--- src/rtl/led_mode_pkg.sv ---
// -----------------------------------------------------------------------------
// led_mode_pkg
//   Shared types for the LED mode controller.
//   mode_t    : the four LED modes, in button-press order
//   next_mode : mode reached after one accepted press (wraps FAST -> OFF)
// -----------------------------------------------------------------------------
package led_mode_pkg;

   typedef enum logic [1:0] {
      MODE_OFF  = 2'd0,
      MODE_ON   = 2'd1,
      MODE_SLOW = 2'd2,
      MODE_FAST = 2'd3
   } mode_t;

   function automatic mode_t next_mode(input mode_t m);
      mode_t n;
      unique case (m)
         MODE_OFF:  n = MODE_ON;
         MODE_ON:   n = MODE_SLOW;
         MODE_SLOW: n = MODE_FAST;
         default:   n = MODE_OFF;
      endcase
      return n;
   endfunction

endpackage

--- src/rtl/btn_debounce.sv ---
// -----------------------------------------------------------------------------
// btn_debounce
//   Synchronises an asynchronous active-low push button, debounces it and
//   emits a one-cycle strobe for every accepted press (stable 1 -> 0).
//   Releases are debounced the same way but produce no strobe.
//
//   Parameters
//     DEBOUNCE_CYCLES : consecutive cycles the synced button must differ from
//                       the stable level before the change is accepted (>= 2)
//   Ports
//     clk         in   system clock
//     rst         in   synchronous active-high reset
//     btn_n       in   raw button, active-low, asynchronous
//     press_pulse out  registered one-cycle strobe per accepted press
// -----------------------------------------------------------------------------
module btn_debounce #(
   parameter int unsigned DEBOUNCE_CYCLES = 1_000_000
) (
   input  logic clk,
   input  logic rst,
   input  logic btn_n,
   output logic press_pulse
);

   localparam int unsigned      CW       = $clog2(DEBOUNCE_CYCLES);
   localparam logic [CW-1:0]    CNT_LAST = CW'(DEBOUNCE_CYCLES - 1);

   if (DEBOUNCE_CYCLES < 2) begin : g_bad_param
      $error("btn_debounce: DEBOUNCE_CYCLES must be >= 2");
   end

   logic [1:0]    sync_q;
   logic          btn_s;
   logic          stable_q, stable_d;
   logic [CW-1:0] cnt_q, cnt_d;
   logic          press_q, press_d;

   assign btn_s = sync_q[1];

   // The counter only survives while every cycle still disagrees with the
   // stable level; any agreeing sample restarts the qualification window.
   always_comb begin
      stable_d = stable_q;
      cnt_d    = '0;
      press_d  = 1'b0;
      if (btn_s != stable_q) begin
         if (cnt_q == CNT_LAST) begin
            stable_d = btn_s;
            press_d  = ~btn_s;
         end else begin
            cnt_d = cnt_q + 1'b1;
         end
      end
   end

   always_ff @(posedge clk) begin
      if (rst) begin
         sync_q   <= '1;
         stable_q <= 1'b1;
         cnt_q    <= '0;
         press_q  <= 1'b0;
      end else begin
         sync_q   <= {sync_q[0], btn_n};
         stable_q <= stable_d;
         cnt_q    <= cnt_d;
         press_q  <= press_d;
      end
   end

   assign press_pulse = press_q;

endmodule

--- src/rtl/led_mode_ctrl.sv ---
// -----------------------------------------------------------------------------
// led_mode_ctrl
//   Steps the board's two user LEDs through OFF -> ON -> SLOW blink ->
//   FAST blink -> OFF, one step per debounced button press.
//
//   Optional build macro: LED_MODE_PWM_EN
//     defined   : adds the brightness port and a free-running PWM counter;
//                 each LED is gated by (pwm_cnt < brightness)
//     undefined : no brightness port, LEDs driven at full on
//
//   Parameters
//     DEBOUNCE_CYCLES : debounce qualification length in cycles (>= 2)
//     SLOW_HALF       : SLOW blink half period in cycles (>= 2)
//     FAST_HALF       : FAST blink half period in cycles (>= 2, < SLOW_HALF)
//     PWM_BITS        : PWM counter width (only used with LED_MODE_PWM_EN)
//   Ports
//     clk         in   system clock
//     rst         in   synchronous active-high reset
//     btn_n       in   raw push button, active-low, asynchronous
//     brightness  in   PWM duty (LED_MODE_PWM_EN only)
//     led_a       out  primary LED, registered
//     led_b       out  secondary LED, registered
//     mode_o      out  current mode, registered
//     press_pulse out  one-cycle strobe per accepted press
// -----------------------------------------------------------------------------
module led_mode_ctrl
   import led_mode_pkg::*;
#(
   parameter int unsigned DEBOUNCE_CYCLES = 1_000_000,
   parameter int unsigned SLOW_HALF       = 50_000_000,
   parameter int unsigned FAST_HALF       = 12_500_000,
   parameter int unsigned PWM_BITS        = 4
) (
   input  logic                clk,
   input  logic                rst,
   input  logic                btn_n,
`ifdef LED_MODE_PWM_EN
   input  logic [PWM_BITS-1:0] brightness,
`endif
   output logic                led_a,
   output logic                led_b,
   output mode_t               mode_o,
   output logic                press_pulse
);

   localparam int unsigned   BW        = $clog2(SLOW_HALF);
   localparam logic [BW-1:0] SLOW_LAST = BW'(SLOW_HALF - 1);
   localparam logic [BW-1:0] FAST_LAST = BW'(FAST_HALF - 1);

   if (DEBOUNCE_CYCLES < 2 || SLOW_HALF < 2 || FAST_HALF < 2 ||
       FAST_HALF >= SLOW_HALF || PWM_BITS < 1) begin : g_bad_param
      $error("led_mode_ctrl: parameter outside legal range");
   end

   logic          press;
   mode_t         mode_q;
   logic [BW-1:0] blink_cnt_q;
   logic          phase_q;
   logic [BW-1:0] half_last;
   logic          dec_a, dec_b;
   logic          pwm_on;
   logic          led_a_q, led_b_q;

   btn_debounce #(
      .DEBOUNCE_CYCLES(DEBOUNCE_CYCLES)
   ) u_debounce (
      .clk        (clk),
      .rst        (rst),
      .btn_n      (btn_n),
      .press_pulse(press)
   );

   assign half_last = (mode_q == MODE_FAST) ? FAST_LAST : SLOW_LAST;

   // Mode FSM and blink timer share one register block so that a mode change
   // and the timer restart (phase = 1, led_a first) land on the same edge.
   always_ff @(posedge clk) begin
      if (rst) begin
         mode_q      <= MODE_OFF;
         blink_cnt_q <= '0;
         phase_q     <= 1'b1;
      end else if (press) begin
         mode_q      <= next_mode(mode_q);
         blink_cnt_q <= '0;
         phase_q     <= 1'b1;
      end else if (mode_q == MODE_SLOW || mode_q == MODE_FAST) begin
         if (blink_cnt_q == half_last) begin
            blink_cnt_q <= '0;
            phase_q     <= ~phase_q;
         end else begin
            blink_cnt_q <= blink_cnt_q + 1'b1;
         end
      end else begin
         blink_cnt_q <= '0;
         phase_q     <= 1'b1;
      end
   end

   always_comb begin
      dec_a = 1'b0;
      dec_b = 1'b0;
      unique case (mode_q)
         MODE_OFF: begin
            dec_a = 1'b0;
            dec_b = 1'b0;
         end
         MODE_ON: begin
            dec_a = 1'b1;
            dec_b = 1'b0;
         end
         default: begin
            dec_a = phase_q;
            dec_b = ~phase_q;
         end
      endcase
   end

`ifdef LED_MODE_PWM_EN
   logic [PWM_BITS-1:0] pwm_q;

   always_ff @(posedge clk) begin
      if (rst) begin
         pwm_q <= '0;
      end else begin
         pwm_q <= pwm_q + 1'b1;
      end
   end

   assign pwm_on = (pwm_q < brightness);
`else
   assign pwm_on = 1'b1;
`endif

   always_ff @(posedge clk) begin
      if (rst) begin
         led_a_q <= 1'b0;
         led_b_q <= 1'b0;
      end else begin
         led_a_q <= dec_a & pwm_on;
         led_b_q <= dec_b & pwm_on;
      end
   end

   assign led_a       = led_a_q;
   assign led_b       = led_b_q;
   assign mode_o      = mode_q;
   assign press_pulse = press;

endmodule

--- config.mk ---
export PLATFORM = sky130hd
export DESIGN_NAME = led_mode_ctrl
export DESIGN_NICKNAME = d
export VERILOG_FILES = /design/src/rtl/led_mode_pkg.sv /design/src/rtl/btn_debounce.sv /design/src/rtl/led_mode_ctrl.sv
export SDC_FILE = /design/constraint.sdc
export NUM_CORES = 1
export LEC_CHECK = 0
export ABC_AREA = 1
export CAP_MARGIN = 20
export CORE_MARGIN = 10
export CORE_UTILIZATION = 55
export DETAILED_ROUTE_END_ITERATION = 10
export PLACE_DENSITY = 0.76
export SYNTH_ARGS = -nofsm -noshare
export SYNTH_HDL_FRONTEND = slang
export SYNTH_SLANG_ARGS = --single-unit
export TNS_END_PERCENT = 10
--- constraint.sdc ---
create_clock -name clk -period 1.4 [get_ports clk]
set_input_delay 0.14 -clock clk [delete_from_list [all_inputs] [get_ports clk]]
set_output_delay 0.14 -clock clk [all_outputs]
set_load 0.01 [all_outputs]
* Word-level counts from Yosys, hierarchy flattened
Index checks and enable logic that the tools add are counted.
** Storage, ports and cells
- Register bits after elaboration :: 55
- Output and inout port bits :: 5
- Word-level logic and storage cells :: 33
** Operators by class
- Add/subtract/negate cells :: 2
- Equal/unequal tests :: 6
- Mux-type cells :: 3
- Bitwise logic cells :: 5
- Reduce and logical (&&, ||, !) cells :: 8
** Operators by type and width (number)
- adder 26 x 1 -> 26 bit, second input constant :: 1
- == test 26 bit :: 1
- 2-to-1 mux 26 bit :: 1
- adder 20 x 1 -> 20 bit, second input constant :: 1
- == test 20 bit, second input constant :: 1
- OR reduction 3 bit :: 4
- case mux 2 bit (3 select lines) :: 1
- NOT 1 bit :: 5
- == test 2 bit, second input constant :: 2
- OR reduction 4 bit :: 1
- == test 2 x 1 -> 1 bit, second input constant :: 1
- zero test 2 bit :: 1
- case mux 1 bit (2 select lines) :: 1
- AND reduction 2 bit :: 1
- logical OR 1 bit :: 1
- inequality test 1 bit :: 1

* Depth between registers and ports, before layout
Gate-level depths: netlist (run 1).
- Depth in word-level cells :: 4
- Depth in mapped cells :: 10
- Gate-level depth less buffers :: 10

* Hierarchy
A second synthesis (run 1) with hierarchy kept.
** Unflattened totals
- Cells, all modules :: 432
- Area total of the unflattened synthesis :: 2919.0 um^2
** Modules (own cells, without submodules)
- led_mode_ctrl :: instances 1, cells each 272, area each 1764.2 um^2, sequential area each 620.6 um^2
- btn_debounce :: instances 1, cells each 160, area each 1154.9 um^2, sequential area each 480.5 um^2

* Least setup slack after synthesis (run 1)
Ideal clock, no wire load.
- Path kind :: reg-to-reg
- Start point :: register mode_q[1], in the netlist mode_o[1]
- End point :: register blink_cnt_q[0]
- Setup time :: 120 ps
- Data arrival time :: 1376 ps
- Required time :: 1280 ps
- Slack :: -95 ps
- Cell stages (with the launch flop) :: 10
- Buffers on the path :: 1
- Cells stage by stage :: dfxtp_1 > ha_1 > nand3_1 > nand2_1 > nand2_1 > nor2_1 > nand3_1 > nand2_2 > buf_6 > nor2_1
** Between the ends
- Word-level cells in the longest chain between the ends :: 4
- Elaborated cells between the ends (all ways) :: 7
- Those cells by class :: eq/ne: 3; mux: 1; bitwise: 1; reduce/logical: 2
** RTL lines
- from (decl) :: RTL line led_mode_ctrl.sv:56 : mode_t mode_q;
- from (signal assigned) :: RTL line led_mode_ctrl.sv:83 : mode_q <= next_mode(mode_q);
- == test 2 bit, on equally long branches :: RTL line led_mode_ctrl.sv:73, led_mode_ctrl.sv:86
- 2-to-1 mux 26 bit or logical OR 1 bit (tied branches) :: RTL line led_mode_ctrl.sv:73, led_mode_ctrl.sv:86
- == test 26 bit or NOT 1 bit (tied branches)
- OR reduction 4 bit (no source line) (*)
- to (signal assigned) :: RTL line led_mode_ctrl.sv:91 : blink_cnt_q <= blink_cnt_q + 1'b1;
- to (decl) :: RTL line led_mode_ctrl.sv:57 : logic [BW-1:0] blink_cnt_q;
Every way passes the cells marked *; elsewhere a longest branch is shown, timed or not.
A chain may end at the register's enable or synchronous reset.

* Worst setup path in the final report (run 1)
- Start point :: register mode_q[1], in the netlist mode_o[1]
- End point :: register blink_cnt_q[3]
The elaborated chain is that of the path after synthesis.

==> flow_summary.json, run 1 <==
{
  "max_freq_mhz": 685.1,
  "gp_routability_congestion": 0.9244,
  "critical_path_arrival_ns": 1.67,
  "post_synth_num_cell_types": 28,
  "design.die.area_um2": 8541,
  "finalWirelength_mm": 6.513,
  "syn-mean-instance-area_um2": 6.818,
  "syn_inst": 423,
  "buffer_ports.inserted": 7,
  "hold-path-endpoint": "u_debounce.sync_q[0]$_SDFF_PP1_",
  "core_area_um2": 5107,
  "num_antenna_cells": 0,
  "floorplan.io_pins": 8,
  "worstPathMaxFanout": 13,
  "timing.final.crit_period_ns": 1.460,
  "timing.hold.worst.class": "input pin to flip-flop",
  "r2r-start": "mode_o[1]$_SDFFE_PP0P_",
  "sink_count": 55,
  "reported_leakage_power_nw": 1.258,
  "synth-seq-area-share_pct": 38.18,
  "tritoncts": "built",
  "violations_in_the_final_reports": "negative setup slack",
  "layoutNonFillerInstCount": 537,
  "die_w_um": 92.42,
  "grt_antenna_before_repair": 0,
  "globalRoute.totalOverflow": 0,
  "p_per_area_nw_per_um2": 699.9,
  "slowest_delay_ns": 0.38,
  "floorplan.initialDensity_pct": 56.47,
  "place_hpwl_mm": 4.818,
  "synthesis.nets": 432,
  "pwr-share-clk_pct": 36.0,
  "timing.final.crit_share_pct": 104.3,
  "tritoncts.num_buffers": 5,
  "reg2reg_setup_slack_ns": -0.06,
  "yosys-top-cells-area": "sky130_fd_sc_hd__dfxtp_1 38%, sky130_fd_sc_hd__nand2_1 14%, sky130_fd_sc_hd__nor2_1 12%, sky130_fd_sc_hd__inv_1 6.4%, sky130_fd_sc_hd__xor2_1 4.6%",
  "power.combinational.fraction_pct": 1.1,
  "drt_drc_violations_left": 0,
  "clock_tree.htree_level_count": 2,
  "area_growth_from_synthesis_to_final_layout_pct": 23.38,
  "insertion_delay_ns": 0.32,
  "start_kind": "flip-flop",
  "holdCritStartpoint": "btn_n",
  "wire_length_of_the_first_global_routing_pass_mm": 11.03,
  "worst_slew_pin_tran_ns": 0.2824,
  "synth_most_common_cell": "sky130_fd_sc_hd__nand2_1",
  "rows": 26,
  "worst_ep_required_time_ns": 1.61,
  "timing.clock.skew_ns": 0.01539,
  "worst_setup_slack_post_dpl_ns": -0.09645,
  "post-synth-top-area-cell": "sky130_fd_sc_hd__dfxtp_1",
  "synth-edff-count": 0,
  "setup-violations-final": 26,
  "grt.total_usage_pct": 15.34,
  "count_of_vias_placed_by_the_detailed_router": 2706,
  "detail_route.vias_per_cell": 5.039,
  "netSwitchingPower_w": 0.0005509,
  "crit_path_top_delay_cell": "sky130_fd_sc_hd__dfxtp_4",
  "regToRegEndpoint": "blink_cnt_q[3]$_SDFF_PP0_",
  "final_nets": 475,
  "final_critical_path_setup_slack_ns": -0.05974,
  "floorplan.die.height_um": 92.42,
  "synth_ff_type": "sky130_fd_sc_hd__dfxtp_1",
  "synth_seq_cells": 55,
  "first_global_vias": 2580,
  "timing.final.max_slew_violations": 0,
  "worstRegToRegCells": 10,
  "post_drt_wl_per_cell_um": 12.13,
  "ant_nets": 0,
  "maximum_number_of_pins_on_one_net_before_global_route_repair": 27,
  "drt_iter0_drc": 177,
  "path_class": "flip-flop to flip-flop",
  "maximum_root_to_sink_buffer_count": 2,
  "grt_setup_unrepaired": "true",
  "internal_power_w": 0.001940,
  "largest_voltage_drop_on_the_vdd_net_mv": 0.6935,
  "hold-path-cell-count": 2,
  "drt_first_pass_iters": 5,
  "slew_headroom_pct": 81.07,
  "post_route_cells_drive_above_1_share_pct": 20.77,
  "cts_root_buffer": "sky130_fd_sc_hd__clkbuf_8",
  "dp.cells": 527,
  "cts.clk_slew.worst_paths_ns": 0.10,
  "synth_top_area_share_pct": 38.18,
  "yosys_warnings": 0,
  "cp_cell_sequence": "ha_4 -> inv_2 -> nand3_2 -> nand2_1 -> nand2_1 -> nor2_2 -> nand3_2 -> nand2_4 -> clkbuf_16 -> nor2_1",
  "status": "finished, violations left",
  "crit_path_end_kind": "flip-flop",
  "hold_viol": 0,
  "swShare_pct": 22.12,
  "async_reset_ff_share_pct": 0,
  "sequentialPowerShare_pct": 62.9,
  "netlist_top_cells_count": "109 x sky130_fd_sc_hd__nand2_1, 93 x sky130_fd_sc_hd__nor2_1, 55 x sky130_fd_sc_hd__dfxtp_1",
  "maxCapViolations": 0,
  "synth_area_um2": 2884
}
-- state kept, by name (all words and copies together), names as in the netlist, 2 cells and up --
| signal | count |
|---|---|
| u_debounce.sync_q | 2 |
| blink_cnt_q | 26 |
| u_debounce.cnt_q | 20 |
| mode_o | 2 |
-- what timing repair did --
| item | in CTS | in global routing |
|---|---|---|
| hold buffers | 0 | 0 |
| gates resized for setup | 3 | 41 |
| buffers inserted | 0 | 1 |
| pin swaps | 0 | 7 |
| gates cloned | 0 | 1 |
| setup endpoints to repair | 46 | 51 |
-- cells by family after synthesis --
| logic type | Yosys count | share of synthesized area [%] |
|---|---|---|
| simple gates | 268 | 41.47 |
| compound gates | 19 | 3.471 |
| flops | 55 | 38.18 |
| fa+ha+maj | 6 | 2.603 |
| xor+xnor | 22 | 6.681 |
| buf+inv | 53 | 7.592 |
-- area by class of cell --
| cell class | count | area, um2 |
|---|---|---|
| inverters | 49 | 183.9 |
| flip-flops and latches | 55 | 1124 |
| clock inverters | 2 | 17.52 |
| clock buffers | 6 | 72.57 |
| repair buffers | 40 | 364.1 |
| multi-input cells | 315 | 1709 |
| fillers | 405 | 1549 |
| well taps | 70 | 87.58 |
-- routing by layer --
| layer | global-route usage (%) | wire length, um | up-vias |
|---|---|---|---|
| li1 | - | - | 1400 |
| met1 | 17.96 | 2853 | 1229 |
| met2 | 26.71 | 3187 | 68 |
| met3 | 3.874 | 367 | 9 |
| met4 | 5.013 | 104 | 0 |
| met5 | 0 | 0 | - |
-- per-stage QoR --
stage          util [%]  hold slack, ns  cell area, um2  total power [W]  TNS (ns)
2_1_floorplan         -          0.2110            2924         0.001615         0
3_3_place_gp      64.70          0.4031            3304         0.001631   -0.1694
3_5_place_dp      64.70          0.4026            3304         0.001632    -2.150
4_1_cts           66.54          0.3851            3398         0.002504    -2.845
5_1_grt           69.67          0.3922            3558         0.002561    -4.099
6_report          69.67          0.3859            3558         0.002491    -1.169
-- power by group through the flow --
| stage | Clock, W | Combinational (W) | Sequential (W) |
|---|---|---|---|
| final | 0.000896 | 0.0000283 | 0.00157 |
| after CTS | 0.000908 | 0.0000275 | 0.00157 |
| after detailed placement | 0 | 0.0000273 | 0.00160 |
| after floorplan | 0 | 0.0000106 | 0.00160 |
| after global placement | 0 | 0.0000268 | 0.00160 |
| after global routing | 0.000963 | 0.0000303 | 0.00157 |
-- worst max path at each step --
stage | to | cells after the start | startpoint | slack, ns
floorplan | u_debounce.cnt_q[7]$_SDFF_PP0_ | 7 | u_debounce.cnt_q[0]$_SDFF_PP0_ | 0.005
global placement | blink_cnt_q[24]$_SDFF_PP0_ | 10 | mode_o[0]$_SDFFE_PP0P_ | -0.01
detailed placement | blink_cnt_q[16]$_SDFF_PP0_ | 10 | mode_o[0]$_SDFFE_PP0P_ | -0.1
CTS | blink_cnt_q[20]$_SDFF_PP0_ | 10 | mode_o[1]$_SDFFE_PP0P_ | -0.12
global route | blink_cnt_q[3]$_SDFF_PP0_ | 10 | mode_o[1]$_SDFFE_PP0P_ | -0.15
finish | blink_cnt_q[3]$_SDFF_PP0_ | 10 | mode_o[1]$_SDFFE_PP0P_ | -0.06
-- cells in the final DEF, fill, tap and decap left out, types with 3 or more instances in the layout --
master                            count
sky130_fd_sc_hd__clkdlybuf4s50_1      4
sky130_fd_sc_hd__o21ai_0              3
sky130_fd_sc_hd__nand3b_1             6
sky130_fd_sc_hd__nor2_2               8
sky130_fd_sc_hd__nand2_2              5
sky130_fd_sc_hd__dfxtp_1             39
sky130_fd_sc_hd__clkbuf_8             5
sky130_fd_sc_hd__xnor2_1              7
sky130_fd_sc_hd__nand4_1             10
sky130_fd_sc_hd__ha_4                 3
sky130_fd_sc_hd__nor3_1               4
sky130_fd_sc_hd__ha_1                 3
sky130_fd_sc_hd__a21oi_1             12
sky130_fd_sc_hd__or2_2                4
sky130_fd_sc_hd__buf_4               30
sky130_fd_sc_hd__nand3_1             18
sky130_fd_sc_hd__nand3_2              4
sky130_fd_sc_hd__inv_1               48
sky130_fd_sc_hd__dfxtp_2             15
sky130_fd_sc_hd__nand3_4              3
sky130_fd_sc_hd__nand2_1            106
sky130_fd_sc_hd__xor2_1              15
sky130_fd_sc_hd__nor2_1              86
sky130_fd_sc_hd__nor2_4               5
-- critical path, delay by kind of cell (launching register included) --
family | cells | cell delay [ns]
adder cells (fa/ha/maj) | 1 | 0.16
buffers and inverters | 2 | 0.23
flip-flops | 1 | 0.38
AND/OR/NAND/NOR | 7 | 0.57
(Power assumes the default switching activity.)
==> run 2: changes to the inputs <==
--- a/config.mk
+++ b/config.mk
@@ -6,6 +6,7 @@
 export NUM_CORES = 1
 export LEC_CHECK = 0
 export ABC_AREA = 1
+export ABC_CLOCK_PERIOD_IN_PS = 1400
 export CAP_MARGIN = 20
 export CORE_MARGIN = 10
 export CORE_UTILIZATION = 55
==> results of run 2 <==
No change in the layout: final DEF, timing and power equal those of run 1.
